### src/rtl/tnn_frame_sched.sv
// tnn_frame_sched: admits whole images into the TNN under an in-flight limit,
// frames result beats with a last marker and flags protocol faults.
module tnn_frame_sched #(
    parameter int PIX_PER_IMG  = 1024,
    parameter int RES_PER_IMG  = 3,
    parameter int MAX_INFLIGHT = 2,
    parameter int TIMEOUT_CYC  = 1048576
) (
    input  logic        clock,
    input  logic        reset,
    input  logic        enable,
    input  logic        clear_err,
    input  logic        s_pix_valid,
    output logic        s_pix_ready,
    input  logic [63:0] s_pix_data,
    output logic        tnn_in_valid,
    output logic [63:0] tnn_in_data,
    input  logic        tnn_out_valid,
    input  logic [63:0] tnn_out_data,
    output logic        m_res_valid,
    output logic [63:0] m_res_data,
    output logic        m_res_last,
    input  logic        m_res_ready,
    output logic [2:0]  inflight,
    output logic [31:0] img_in_count,
    output logic [31:0] img_out_count,
    output logic        busy,
    output logic        err_unexpected,
    output logic        err_overflow,
    output logic        err_timeout
);
    localparam int PW = $clog2(PIX_PER_IMG + 1);
    localparam int RW = $clog2(RES_PER_IMG + 1);
    localparam int WW = $clog2(TIMEOUT_CYC + 1);

    typedef enum logic {IDLE, STREAM} state_t;
    state_t state, state_nx;

    logic [PW-1:0] pix_cnt;
    logic [RW-1:0] res_cnt;
    logic [WW-1:0] wd;
    logic acc, pix_last, res_hit, res_last, wd_hit;

    always_comb begin
        s_pix_ready = state == STREAM;
        acc = s_pix_valid & s_pix_ready;
        pix_last = acc && pix_cnt == PW'(PIX_PER_IMG - 1);
        state_nx = state == IDLE ? ((enable && inflight < 3'(MAX_INFLIGHT)) ? STREAM : IDLE)
                                 : (pix_last ? IDLE : STREAM);
        res_hit = tnn_out_valid && inflight != 3'd0;
        res_last = res_hit && res_cnt == RW'(RES_PER_IMG - 1);
        wd_hit = inflight != 3'd0 && !tnn_out_valid && wd == WW'(TIMEOUT_CYC - 1);
        busy = state == STREAM || inflight != 3'd0;
    end

    always_ff @(posedge clock) begin
        if (reset) begin
            state          <= IDLE;
            pix_cnt        <= '0;
            res_cnt        <= '0;
            wd             <= '0;
            tnn_in_valid   <= 1'b0;
            tnn_in_data    <= '0;
            m_res_valid    <= 1'b0;
            m_res_data     <= '0;
            m_res_last     <= 1'b0;
            inflight       <= '0;
            img_in_count   <= '0;
            img_out_count  <= '0;
            err_unexpected <= 1'b0;
            err_overflow   <= 1'b0;
            err_timeout    <= 1'b0;
        end else begin
            state        <= state_nx;
            pix_cnt      <= pix_last ? '0 : pix_cnt + PW'(acc);
            tnn_in_valid <= acc;
            if (acc) tnn_in_data <= s_pix_data;
            m_res_valid  <= res_hit;
            m_res_last   <= res_last;
            if (res_hit) m_res_data <= tnn_out_data;
            res_cnt       <= res_last ? '0 : res_cnt + RW'(res_hit);
            inflight      <= inflight + 3'(pix_last) - 3'(res_last);
            img_in_count  <= img_in_count + 32'(pix_last);
            img_out_count <= img_out_count + 32'(res_last);
            // watchdog saturates at its terminal value until activity or drain
            wd <= (inflight == 3'd0 || tnn_out_valid) ? '0 : (wd == WW'(TIMEOUT_CYC - 1) ? wd : wd + 1'b1);
            err_unexpected <= (err_unexpected & ~clear_err) | (tnn_out_valid && inflight == 3'd0);
            err_overflow   <= (err_overflow & ~clear_err) | (m_res_valid & ~m_res_ready);
            err_timeout    <= (err_timeout & ~clear_err) | wd_hit;
        end
    end
endmodule
### config.mk
export PLATFORM = sky130hd
export DESIGN_NAME = tnn_frame_sched
export DESIGN_NICKNAME = d
export VERILOG_FILES = /design/src/rtl/tnn_frame_sched.sv
export SDC_FILE = /design/constraint.sdc
export NUM_CORES = 1
export LEC_CHECK = 0
export BUFFER_PORTS_ARGS = -buffer_cell sky130_fd_sc_hd__buf_4
export CAP_MARGIN = 20
export CELL_PAD_IN_SITES_DETAIL_PLACEMENT = 1
export CELL_PAD_IN_SITES_GLOBAL_PLACEMENT = 1
export CORE_MARGIN = 8
export CORE_UTILIZATION = 36
export DETAILED_ROUTE_END_ITERATION = 10
export PLACE_DENSITY = 0.83
export SYNTH_ARGS = -nofsm -noshare
export SYNTH_HDL_FRONTEND = slang
export SYNTH_SLANG_ARGS = --single-unit
### constraint.sdc
create_clock -name clock -period 3.4 [get_ports clock]
set_input_delay 0.34 -clock clock [delete_from_list [all_inputs] [get_ports clock]]
set_output_delay 0.34 -clock clock [all_outputs]
set_load 0.01 [all_outputs]
==> run summary <==
Mean Syn Cell Area - 8.28 µm²
Nets@finish - 1589
Tcrit/Tclk final - 0.927
Initial drt markers - 435
Slew @ Worst Pin - 0.972 ns
Initial antenna violation count - 0
Fmax - 317 MHz
CP max FO - 9
Critical path required time - 3.85 ns
IO Count - 338
Rel. slew slack - 0.349
Placed Cells - 1747
Arrival @ worst endpoint - 3.61 ns
Share of cells above drive strength 1 - 0.283
Comb pwr share - 0.052
Rows - 59
Critical path type - reg -> reg
Yosys warnings - 0
Root Buffer - clkbuf_16
DRC viols - 0
Clock Tree Buf Depth - 3
Placeable Area - 0.0258 mm²
Die Wd - 177 µm
Clk sinks - 236
CTS Buf Count - 27
Setup TNS Final - 0 ns
Post-CTS Resized - 0
Total congestion overflow - 0
Ys flop type - dfxtp_1
Run status - complete, no violations
Post-CTS setup buffers - 0
Reg power frac - 0.460
CP max stage cell - or4_1
Hold depth - 3
Placer Congestion - 0.818
Power Density - 469 mW/mm²
First-pass GRT wire length - 51200 µm
Vias in the first global route - 9641
Fill count - 3146
Post-synth EDFFs - 0
Endpoints failing hold - 0
Routed Antenna Nets - 0
Max-cap viol count - 0
Initial Util - 0.362
Leakage - 5.17 nW
Clock Skews - 0.00770 ns
Sequential cell area fraction in the yosys report - 0.505
R2R cell count - 11
Final wirelength - 33000 µm
Clock Latency Late Sink - 0.53 ns
Async S/R FF share, synth - 0
Peak supply drop - 0.346 mV
CP endpoint kind - flip-flop
Post-Layout Cell Count - 1796
CTS Hold Bufs - 0
Area delta synth->final - 39.6%
Htree depth - 1
CP cell instances - and4_1, nand3_1, or4_1, inv_1, ha_1, ha_1, and4_1, nand4_1, buf_4, or4_1, a21oi_1
HP Class - in -> reg
Mapped Area - 0.00936 mm²
Vert. Die Dim - 177 µm
Drt wl/cell - 18.4 µm
Int Power - 4.80 mW
Pins Over Slew Limit - 0
Hpwl dp - 23600 µm
Total die area - 0.0314 mm²
Vias per cell - 5.20
Clock Pin Slew Worst Setup and Hold Paths - 0.06 ns
Total GRT Usage - 0.198
Via Count - 9337
Final setup fails - 0
DR pass1 iterations - 4
Tmin final - 3.15 ns
PortBufs - 337
Switching Fraction - 0.218
Flop and latch count out of synthesis - 236
RSZ-0062 raised after global routing - false
Net Sw Power - 1.34 mW
Nature of the critical path startpoint - flip-flop
Synthesized Nets - 1279
CTS tree - done
Synth cell types - 46
Largest net degree at the start of global routing - 106
Crit path largest cell delay - 0.61 ns
Clk pwr share - 0.488
Synthesized instance count - 1131
Antenna Cells - 0
-- power groups by stage --
| stage | Clock (mW) | Combinational (mW) | Sequential [mW] |
|---|---|---|---|
| detailed placement | 0 | 0.326 | 2.88 |
| global placement | 0 | 0.321 | 2.88 |
| global route | 3.19 | 0.349 | 2.82 |
| CTS | 3.08 | 0.327 | 2.82 |
| floorplan | 0 | 0.0978 | 2.90 |
| finish | 2.99 | 0.322 | 2.82 |
-- placed cells by master, fill, tap and decap left out, drive strengths merged, types with 2 or more instances in the layout --
master and instances:
or3 15, inv 16, a21boi 2, buf 350, nand2 297, nor3b 2, o21ai 20, or2 4
or4 37, dfxtp 236, nand4 22, and2 3, nor2 44, clkbuf 39, nor3 8, nand2b 6
a2111o 5, bufinv 3, xor2 19, nand3 30, ha 12, xnor2 13, mux2 3, o31ai 35
and3 10, clkinv 7, nor4 9, and4 13, nor2b 9, a21oi 184
-- sequential cells by signal (all words and copies together), names as in the netlist --
register        flops
err_overflow        1
tnn_in_data        64
tnn_in_valid        1
err_unexpected      1
img_in_count       32
pix_cnt            11
inflight            3
m_res_valid         1
err_timeout         1
wd                 21
s_pix_ready         1
m_res_data         64
img_out_count      32
res_cnt             2
m_res_last          1
-- path summary, 6_finish.rpt --
path,start,endpoint,slack [ns]
min reg2reg,m_res_data[53],m_res_data[53],0.45
max,pix_cnt[4],img_in_count[30],0.25
min,s_pix_data[61],tnn_in_data[61],0.06
max reg2reg,pix_cnt[4],img_in_count[30],0.25
-- cell usage after synthesis, drive strengths merged, types with 12 or more instances --
library cell,number,area share
and4,13,0.012
clkbuf,57,0.023
or4,37,0.030
nand4,22,0.015
dfxtp,236,0.50
nand3,30,0.016
o31ai,35,0.028
a21oi,184,0.098
nand2,297,0.12
xor2,19,0.018
or3,15,0.010
xnor2,13,0.012
ha,12,0.016
nor2,44,0.018
o21ai,20,0.011
inv,16,0.0064
-- through the flow --
step	area, µm²	hold WS, ns	setup slack (ns)	total power [mW]	util
5_1_grt	13100	0.0439	0.0237	6.37	0.506
4_1_cts	13100	0.0382	0.215	6.23	0.506
2_1_floorplan	9360	0.457	0.468	2.99	-
6_report	13100	0.0605	0.247	6.14	0.506
3_5_place_dp	12200	0.447	0.249	3.21	0.471
3_3_place_gp	12200	0.442	0.381	3.20	0.471
-- worst max-delay path: cells and delay by family (launching register included) --
family,cells,cell delay (ns)
compound gates,1,0.15
fa+ha+maj,2,0.35
buf+inv,2,0.38
flops,1,0.40
simple gates,6,1.79
-- metal layers --
| layer | routed length, µm | global-route usage |
|---|---|---|
| met5 | 0 | 0 |
| met4 | 1000 | 0.0632 |
| met3 | 2700 | 0.0674 |
| met2 | 16500 | 0.351 |
| met1 | 12800 | 0.217 |
-- kinds of logic after synthesis --
family | count (synthesis) | share of synthesized area
and+or+nand+nor | 511 | 0.257
AOI/OAI and AO/OA | 250 | 0.149
xor gates and xnor gates | 32 | 0.0299
buffers and inverters | 85 | 0.0370
muxes | 4 | 0.00468
adders and majority gates | 13 | 0.0182
DFF | 236 | 0.505
-- final cells by class --
| class | instances | area [µm²] | area share |
|---|---|---|---|
| sequential | 236 | 4720 | 0.361 |
| clock inverter | 10 | 125 | 0.00957 |
| multi-input combinational | 810 | 4310 | 0.330 |
| clock buffer | 39 | 791 | 0.0605 |
| inverter | 16 | 60.1 | 0.00459 |
| tap | 335 | 419 | 0.0321 |
| timing repair buffer | 350 | 2640 | 0.202 |
(Power assumes the default switching activity.)
